===== config.mk =====
export PLATFORM = sky130hd
export DESIGN_NAME = timer_core_param
export DESIGN_NICKNAME = d
export VERILOG_FILES = /design/src/rtl/timer_pkg.sv /design/src/rtl/timer_mod_stage.sv /design/src/rtl/timer_core_param.sv
export SDC_FILE = /design/constraint.sdc
export NUM_CORES = 1
export LEC_CHECK = 0
export ABC_AREA = 0
export CAP_MARGIN = 10
export CORE_AREA = 2 2 97 99
export DETAILED_ROUTE_END_ITERATION = 8
export DIE_AREA = 0 0 99 101
export DONT_BUFFER_PORTS = 1
export SETUP_SLACK_MARGIN = 0.05
export SLEW_MARGIN = 10
export SYNTH_ARGS = -nofsm -noshare
export SYNTH_HDL_FRONTEND = slang
export SYNTH_SLANG_ARGS = --single-unit

===== constraint.sdc =====
create_clock -name clk -period 3.02 [get_ports clk]
set_input_delay 0.604 -clock clk [delete_from_list [all_inputs] [get_ports clk]]
set_output_delay 0.604 -clock clk [all_outputs]
set_load 0.05 [all_outputs]

===== src/rtl/timer_pkg.sv =====
// Shared definitions for the modulo timer core: FSM state encoding and common moduli.
// Latency: n/a (declarations only).
// Backpressure: n/a.
package timer_pkg;

    typedef enum logic [1:0] {
        ST_IDLE  = 2'd0,
        ST_RUN   = 2'd1,
        ST_PAUSE = 2'd2,
        ST_DONE  = 2'd3
    } state_t;

    // Common stage moduli: seconds/minutes, percent/centi, hours.
    localparam int MOD_SEC  = 60;
    localparam int MOD_PCT  = 100;
    localparam int MOD_HOUR = 24;

endpackage


===== src/rtl/timer_mod_stage.sv =====
// One modulo-MOD up/down counter digit with clamped synchronous load.
// Latency: val updates on the clk edge after en/load; nxt and wrap are combinational.
// Backpressure: none; load overrides en.
//   clk, rst    : clock, async active-high reset (val -> 0)
//   en, dir     : step enable, direction (0 = up, 1 = down)
//   load, ld_val: load strobe and value (values >= MOD clamp to MOD-1)
//   val         : registered count
//   nxt         : value val takes on the next edge (used for end-match)
//   wrap        : en is stepping across the modulus boundary this cycle
module timer_mod_stage
    import timer_pkg::*;
#(
    parameter int W   = 8,
    parameter int MOD = MOD_SEC
) (
    input  logic         clk,
    input  logic         rst,
    input  logic         en,
    input  logic         dir,
    input  logic         load,
    input  logic [W-1:0] ld_val,
    output logic [W-1:0] val,
    output logic [W-1:0] nxt,
    output logic         wrap
);

    // One extra bit so MOD = 2^W is representable in the clamp compare.
    localparam logic [W:0]   MOD_V = (W+1)'(MOD);
    localparam logic [W-1:0] TOP   = W'(MOD - 1);

    logic [W-1:0] ld_clamped;

    always_comb begin
        ld_clamped = ({1'b0, ld_val} >= MOD_V) ? TOP : ld_val;
    end

    always_comb begin
        wrap = en & (dir ? (val == '0) : (val == TOP));
        if (load) begin
            nxt = ld_clamped;
        end else if (!en) begin
            nxt = val;
        end else if (dir) begin
            nxt = (val == '0) ? TOP : (val - W'(1));
        end else begin
            nxt = (val == TOP) ? '0 : (val + W'(1));
        end
    end

    always_ff @(posedge clk or posedge rst) begin
        if (rst) begin
            val <= '0;
        end else begin
            val <= nxt;
        end
    end

endmodule


===== src/rtl/timer_core_param.sv =====
// Two-stage (MSB:LSB) modulo timer with run/pause FSM, end-match done flag and optional auto-reload.
// Latency: outputs update on the clk edge that samples tick/load/clear (1 cycle).
// Backpressure: none; priority rst > clear > load > tick, a tick coinciding with load/clear is dropped.
//   tick, run, mode            : count enable strobe, run level, direction (1 = down)
//   load, clear                : strobes loading loadval / resetval pairs
//   msb/lsb_loadval, _resetval : preset values (clamped to modulus-1)
//   msb/lsb_end                : end-match target
//   lsb_out, msb_out           : registered count
//   running, done, done_pulse, lsb_carry : status (done sticky, pulses one cycle)
module timer_core_param
    import timer_pkg::*;
#(
    parameter int DIGIT_W     = 8,
    parameter int LSB_MOD     = MOD_SEC,
    parameter int MSB_MOD     = MOD_SEC,
    parameter int AUTO_RELOAD = 0
) (
    input  logic               clk,
    input  logic               rst,
    input  logic               tick,
    input  logic               run,
    input  logic               mode,
    input  logic               load,
    input  logic               clear,
    input  logic [DIGIT_W-1:0] msb_loadval,
    input  logic [DIGIT_W-1:0] lsb_loadval,
    input  logic [DIGIT_W-1:0] msb_resetval,
    input  logic [DIGIT_W-1:0] lsb_resetval,
    input  logic [DIGIT_W-1:0] msb_end,
    input  logic [DIGIT_W-1:0] lsb_end,
    output logic [DIGIT_W-1:0] lsb_out,
    output logic [DIGIT_W-1:0] msb_out,
    output logic               running,
    output logic               done,
    output logic               done_pulse,
    output logic               lsb_carry
);

    localparam logic RELOAD_EN = (AUTO_RELOAD != 0);

    state_t state;
    state_t state_nxt;
    logic   reload_pend;   // auto-reload: next RUN tick loads instead of stepping
    logic   step;          // accepted tick in RUN
    logic   reload_now;
    logic   count_en;
    logic   stage_load;
    logic   match;
    logic   lsb_wrap;
    logic   msb_wrap;
    logic [DIGIT_W-1:0] lsb_ld;
    logic [DIGIT_W-1:0] msb_ld;
    logic [DIGIT_W-1:0] lsb_nxt;
    logic [DIGIT_W-1:0] msb_nxt;

    always_comb begin
        step       = tick & (state == ST_RUN) & ~load & ~clear;
        reload_now = step & reload_pend;
        count_en   = step & ~reload_pend;
        stage_load = clear | load | reload_now;
        lsb_ld     = clear ? lsb_resetval : lsb_loadval;
        msb_ld     = clear ? msb_resetval : msb_loadval;
        // Only a real step can match; loaded/cleared values never raise done.
        match      = count_en & (msb_nxt == msb_end) & (lsb_nxt == lsb_end);
    end

    timer_mod_stage #(.W(DIGIT_W), .MOD(LSB_MOD)) u_lsb (
        .clk    (clk),
        .rst    (rst),
        .en     (count_en),
        .dir    (mode),
        .load   (stage_load),
        .ld_val (lsb_ld),
        .val    (lsb_out),
        .nxt    (lsb_nxt),
        .wrap   (lsb_wrap)
    );

    // MSB steps only when the LSB crosses its boundary; its own wrap is the full rollover.
    timer_mod_stage #(.W(DIGIT_W), .MOD(MSB_MOD)) u_msb (
        .clk    (clk),
        .rst    (rst),
        .en     (lsb_wrap),
        .dir    (mode),
        .load   (stage_load),
        .ld_val (msb_ld),
        .val    (msb_out),
        .nxt    (msb_nxt),
        .wrap   (msb_wrap)
    );

    always_comb begin
        state_nxt = state;
        if (clear) begin
            state_nxt = ST_IDLE;
        end else begin
            case (state)
                ST_IDLE:  if (run) state_nxt = ST_RUN;
                ST_RUN: begin
                    if (match && !RELOAD_EN) state_nxt = ST_DONE;
                    else if (!run)           state_nxt = ST_PAUSE;
                end
                ST_PAUSE: if (run) state_nxt = ST_RUN;
                ST_DONE:  if (load) state_nxt = run ? ST_RUN : ST_IDLE;
                default:  state_nxt = ST_IDLE;
            endcase
        end
    end

    always_ff @(posedge clk or posedge rst) begin
        if (rst) begin
            state       <= ST_IDLE;
            running     <= 1'b0;
            done        <= 1'b0;
            done_pulse  <= 1'b0;
            lsb_carry   <= 1'b0;
            reload_pend <= 1'b0;
        end else begin
            state      <= state_nxt;
            running    <= (state_nxt == ST_RUN);
            done_pulse <= match;
            lsb_carry  <= lsb_wrap;
            if (clear || load) begin
                done        <= 1'b0;
                reload_pend <= 1'b0;
            end else if (match) begin
                done        <= 1'b1;
                reload_pend <= RELOAD_EN;
            end else if (reload_now) begin
                reload_pend <= 1'b0;
            end
        end
    end

endmodule


==> results by group <==
Floorplan
  • Die boundary width: 99 um
  • Starting density of the core: 34.26%
  • Count of standard-cell rows: 35
  • # IOs: 75
  • Die height: 101 um
  • Core region area: 8977 um2
  • Total Die Area: 9999 um2

Worst setup path
  • Maximum fanout along the worst path: 6
  • Reg2reg start: u_lsb.val[0]
  • Critical Path End Type: flop
  • Arrival time at the worst endpoint: 3090 ps
  • Reg-to-Reg End: state[0]
  • Element type at the critical path start: flop
  • Number of cell instances on the worst register-to-register path: 10
  • Slack of the worst reg-to-reg path: 120 ps
  • Worst setup path category: flop to flop
  • Crit path required time: 3210 ps

Layout
  • Multi-input logic area: 2489 um2
  • Sequential cell area in the final layout: 553.0 um2
  • Utilization of the core after routing: 41.16%
  • Cell area after layout: 3695 um2
  • Number of filler instances in the final layout: 863
  • Total number of nets in the final design: 475
  • Relative area change from synthesis to final layout: 20.14%
  • Fraction of final layout cells with drive strength greater than 1: 25.85%
  • Count of antenna diodes in the layout: 0

Synth
  • Library cells used by synthesis: 90
  • Number of flip-flops and latches in the synthesized netlist: 22
  • Number of instances in the synthesized netlist: 388
  • Average cell area after synthesis: 7.926 um2
  • Synth Cell Area: 3075 um2
  • Number of nets produced by synthesis: 448
  • Count of yosys warnings during synthesis: 0
  • Count of flip-flops with a built-in enable after synthesis: 0
  • Top flip-flop cell by instance count after synthesis: sky130_fd_sc_hd__dfrtp_1
  • Share of synthesized area occupied by flip-flops and latches: 17.90%
  • Async set or reset register ratio after synthesis: 100.0%

Power
  • Net switching power: 0.0003952 W
  • Cell Pwr Density: 285.1 nW/um2
  • Relative contribution of the clock network to total power: 28.5%
  • Gate power share: 39.9%
  • Worst ir drop on vdd: 161.4 uV
  • Fraction of power spent switching nets: 37.51%
  • Part of the power in registers: 31.6%
  • Leakage power figure: 1.371 nW
  • Int Power: 0.0006584 W

Placement
  • Final HPWL DP: 8.379 mm
  • Instance area after placement: 3428 um2
  • Final weighted congestion of routability-driven global placement: 1.021
  • Pre-CTS setup slack: -40.06 ps
  • Count of input and output buffers: 0

Clock network
  • H-tree depth reported by CTS: 1
  • CTS root buf: sky130_fd_sc_hd__clkbuf_8
  • Total CTS buffers: 3
  • Clk buf depth: 2
  • Worst-Skew Late Latency: 280 ps
  • Clock net sink count: 22
  • CTS clk-pin slew, worst paths: 100 ps
  • Clock tree from TritonCTS: yes

Drt
  • DRC violation count after routing: 0
  • DRT antenna net count: 0
  • WL/cell: 20.34 um
  • Number of detailed-route iterations in the first pass: 5
  • Total detailed-routing wirelength: 10.68 mm
  • Detailed-route via count: 3,467
  • Initial DRC Count: 331
  • Detailed-route vias per instance: 6.604

STA
  • RSZ-0062 raised after global routing: false
  • Highest Clock Rate: 0.3451 GHz
  • Final Critical Period: 2898 ps
  • Slew at the pin closest to its max-slew limit: 927.7 ps
  • Count of endpoints failing hold in the final timing report: 0
  • Final count of pins violating max slew: 0
  • Slew margin rel.: 38.09%
  • Setup violation total in the final timing report: 0
  • Fin Setup TNS: 0 ps
  • Max Clock Skew: 2.805 ps
  • Minimum hold slack: 381.5 ps
  • Period utilisation layout: 95.95%
  • Post-layout worst setup margin: 122.5 ps

Global routing
  • Antenna violations before repair: 0
  • Leftover overflow at the end of global routing: 0
  • Overall Global Routing Usage: 20.51%
  • Peak-usage layer in the global routing report: met2
  • GR Layer Usage met3: 3.121%
  • Met1 track demand over resource in global routing: 27.18%
  • Global-route wire length before repair: 16.51 mm
  • GR Util met2: 34.20%
  • Maximum number of pins on one net before global-route repair: 42
  • Via count of the first global-routing pass: 3,227

Worst hold path
  • Startpoint of the tightest hold check path: clear
  • Min-Delay Endpoint: state[0]
  • Worst Hold Depth: 1
  • Hold WC Path Type: primary input to flop

Flow run
  • Max-cap violations: 0

Status
  • Status: complete, no violations
synth_stat cells, types with 5 or more instances:
| master | instances | area [um2] |
|---|---|---|
| sky130_fd_sc_hd__a211o_1 | 9 | 78.83 |
| sky130_fd_sc_hd__a211oi_1 | 7 | 52.55 |
| sky130_fd_sc_hd__a21oi_1 | 18 | 90.09 |
| sky130_fd_sc_hd__and2_1 | 5 | 31.28 |
| sky130_fd_sc_hd__and3_1 | 9 | 56.30 |
| sky130_fd_sc_hd__buf_2 | 14 | 70.07 |
| sky130_fd_sc_hd__buf_4 | 8 | 60.06 |
| sky130_fd_sc_hd__dfrtp_1 | 22 | 550.5 |
| sky130_fd_sc_hd__ha_1 | 5 | 62.56 |
| sky130_fd_sc_hd__inv_1 | 15 | 56.30 |
| sky130_fd_sc_hd__mux2i_1 | 7 | 70.07 |
| sky130_fd_sc_hd__nand2_1 | 22 | 82.58 |
| sky130_fd_sc_hd__nand3_1 | 22 | 110.1 |
| sky130_fd_sc_hd__nand4_1 | 13 | 81.33 |
| sky130_fd_sc_hd__nor2_1 | 26 | 97.59 |
| sky130_fd_sc_hd__nor2b_1 | 6 | 37.54 |
| sky130_fd_sc_hd__nor3_1 | 15 | 75.07 |
| sky130_fd_sc_hd__nor4_1 | 6 | 37.54 |
| sky130_fd_sc_hd__nor4bb_1 | 5 | 50.05 |
| sky130_fd_sc_hd__o211ai_1 | 6 | 45.04 |
| sky130_fd_sc_hd__o21ai_0 | 13 | 65.06 |
| sky130_fd_sc_hd__or3_1 | 7 | 43.79 |
| sky130_fd_sc_hd__or4_1 | 5 | 37.54 |
area by class of cell:
type | instances | area share, %
flip-flops and latches | 22 | 14.97
clock buffers | 3 | 1.118
repair buffers | 51 | 10.36
clock inverters | 1 | 0.8127
multi-input cells | 321 | 67.36
well taps | 111 | 3.759
inverters | 16 | 1.625
worst max-delay path, stage by stage (launching register included):
cell	delay [ps]
sky130_fd_sc_hd__dfrtp_2	440
sky130_fd_sc_hd__inv_1	150
sky130_fd_sc_hd__ha_4	200
sky130_fd_sc_hd__nor4b_4	300
sky130_fd_sc_hd__o21ai_1	140
sky130_fd_sc_hd__and4_1	270
sky130_fd_sc_hd__a2111oi_4	360
sky130_fd_sc_hd__o2111ai_2	180
sky130_fd_sc_hd__nor4_1	300
sky130_fd_sc_hd__nand4_1	190
sky130_fd_sc_hd__a311oi_1	290
metrics by stage:
| stage | instances | power [W] |
|---|---|---|
| floorplan | 388 | 0.0006289 |
| global placement | 521 | 0.0007201 |
| detailed placement | 521 | 0.0007215 |
| CTS | 525 | 0.001020 |
| global route | 525 | 0.001100 |
| finish | 525 | 0.001054 |
flip-flops by register name, summed over array words and instances, names as in the netlist:
register    count
done            1
done_pulse      1
u_lsb.val       8
state           2
running         1
u_msb.val       8
lsb_carry       1
worst max-delay path by stage:
| stage | startpoint | slack [ps] | to | cells past startpoint |
|---|---|---|---|---|
| after global placement | tick | 0.9 | state[1] | 8 |
| after CTS | u_lsb.val[1] | 60 | state[0] | 10 |
| final | u_lsb.val[0] | 120 | state[0] | 10 |
| after floorplan | u_lsb.val[0] | 110 | running | 12 |
| after global routing | u_lsb.val[0] | 2 | state[0] | 11 |
| after detailed placement | tick | -40 | state[0] | 8 |
per-layer routing:
metal / vias to the layer above / part of all wire [%]
met5: - / 0
met4: 0 / 3.4
met3: 35 / 7.1
met2: 172 / 46
met1: 1668 / 43
li1: 1592 / -
layout by cell type, fill, tap and decap left out, drive strengths merged, types with 8 or more instances in the layout:
cell   synthesis  final
nand3         22     22
and3           9      9
buf           25     51
nor4           8      8
inv           16     16
nand4         14     14
o21ai         16     16
nor2          26     26
nand2         22     22
nor3          15     15
a21oi         18     18
dfrtp         22     22
a211o          9      9
what timing repair did:
item | CTS | global route
gates resized for setup | 3 | 36
hold buffers | 0 | 0
endpoints found under the setup margin | 4 | 5
setup buffers | 0 | 0
pin swaps | 0 | 5
kinds of logic (layout without fill, tap and decap cells):
kind of cell	after synthesis	after routing	share of synthesized area [%]
compound gates	119	119	30.35
xor+xnor	6	6	1.709
fa+ha+maj	5	5	2.034
buf+inv	45	71	7.526
flops	22	22	17.90
mux	11	11	3.743
simple gates	180	180	36.74
power groups by stage:
stage                     registers, W  clock network (W)  logic [W]
after floorplan               0.000375                  0   0.000254
after global placement        0.000337                  0   0.000383
after detailed placement      0.000337                  0   0.000385
after CTS                     0.000331           0.000300   0.000389
after global routing          0.000334           0.000315   0.000451
final                         0.000332           0.000301   0.000421
No activity file was read; power rests on OpenSTA's default activity.
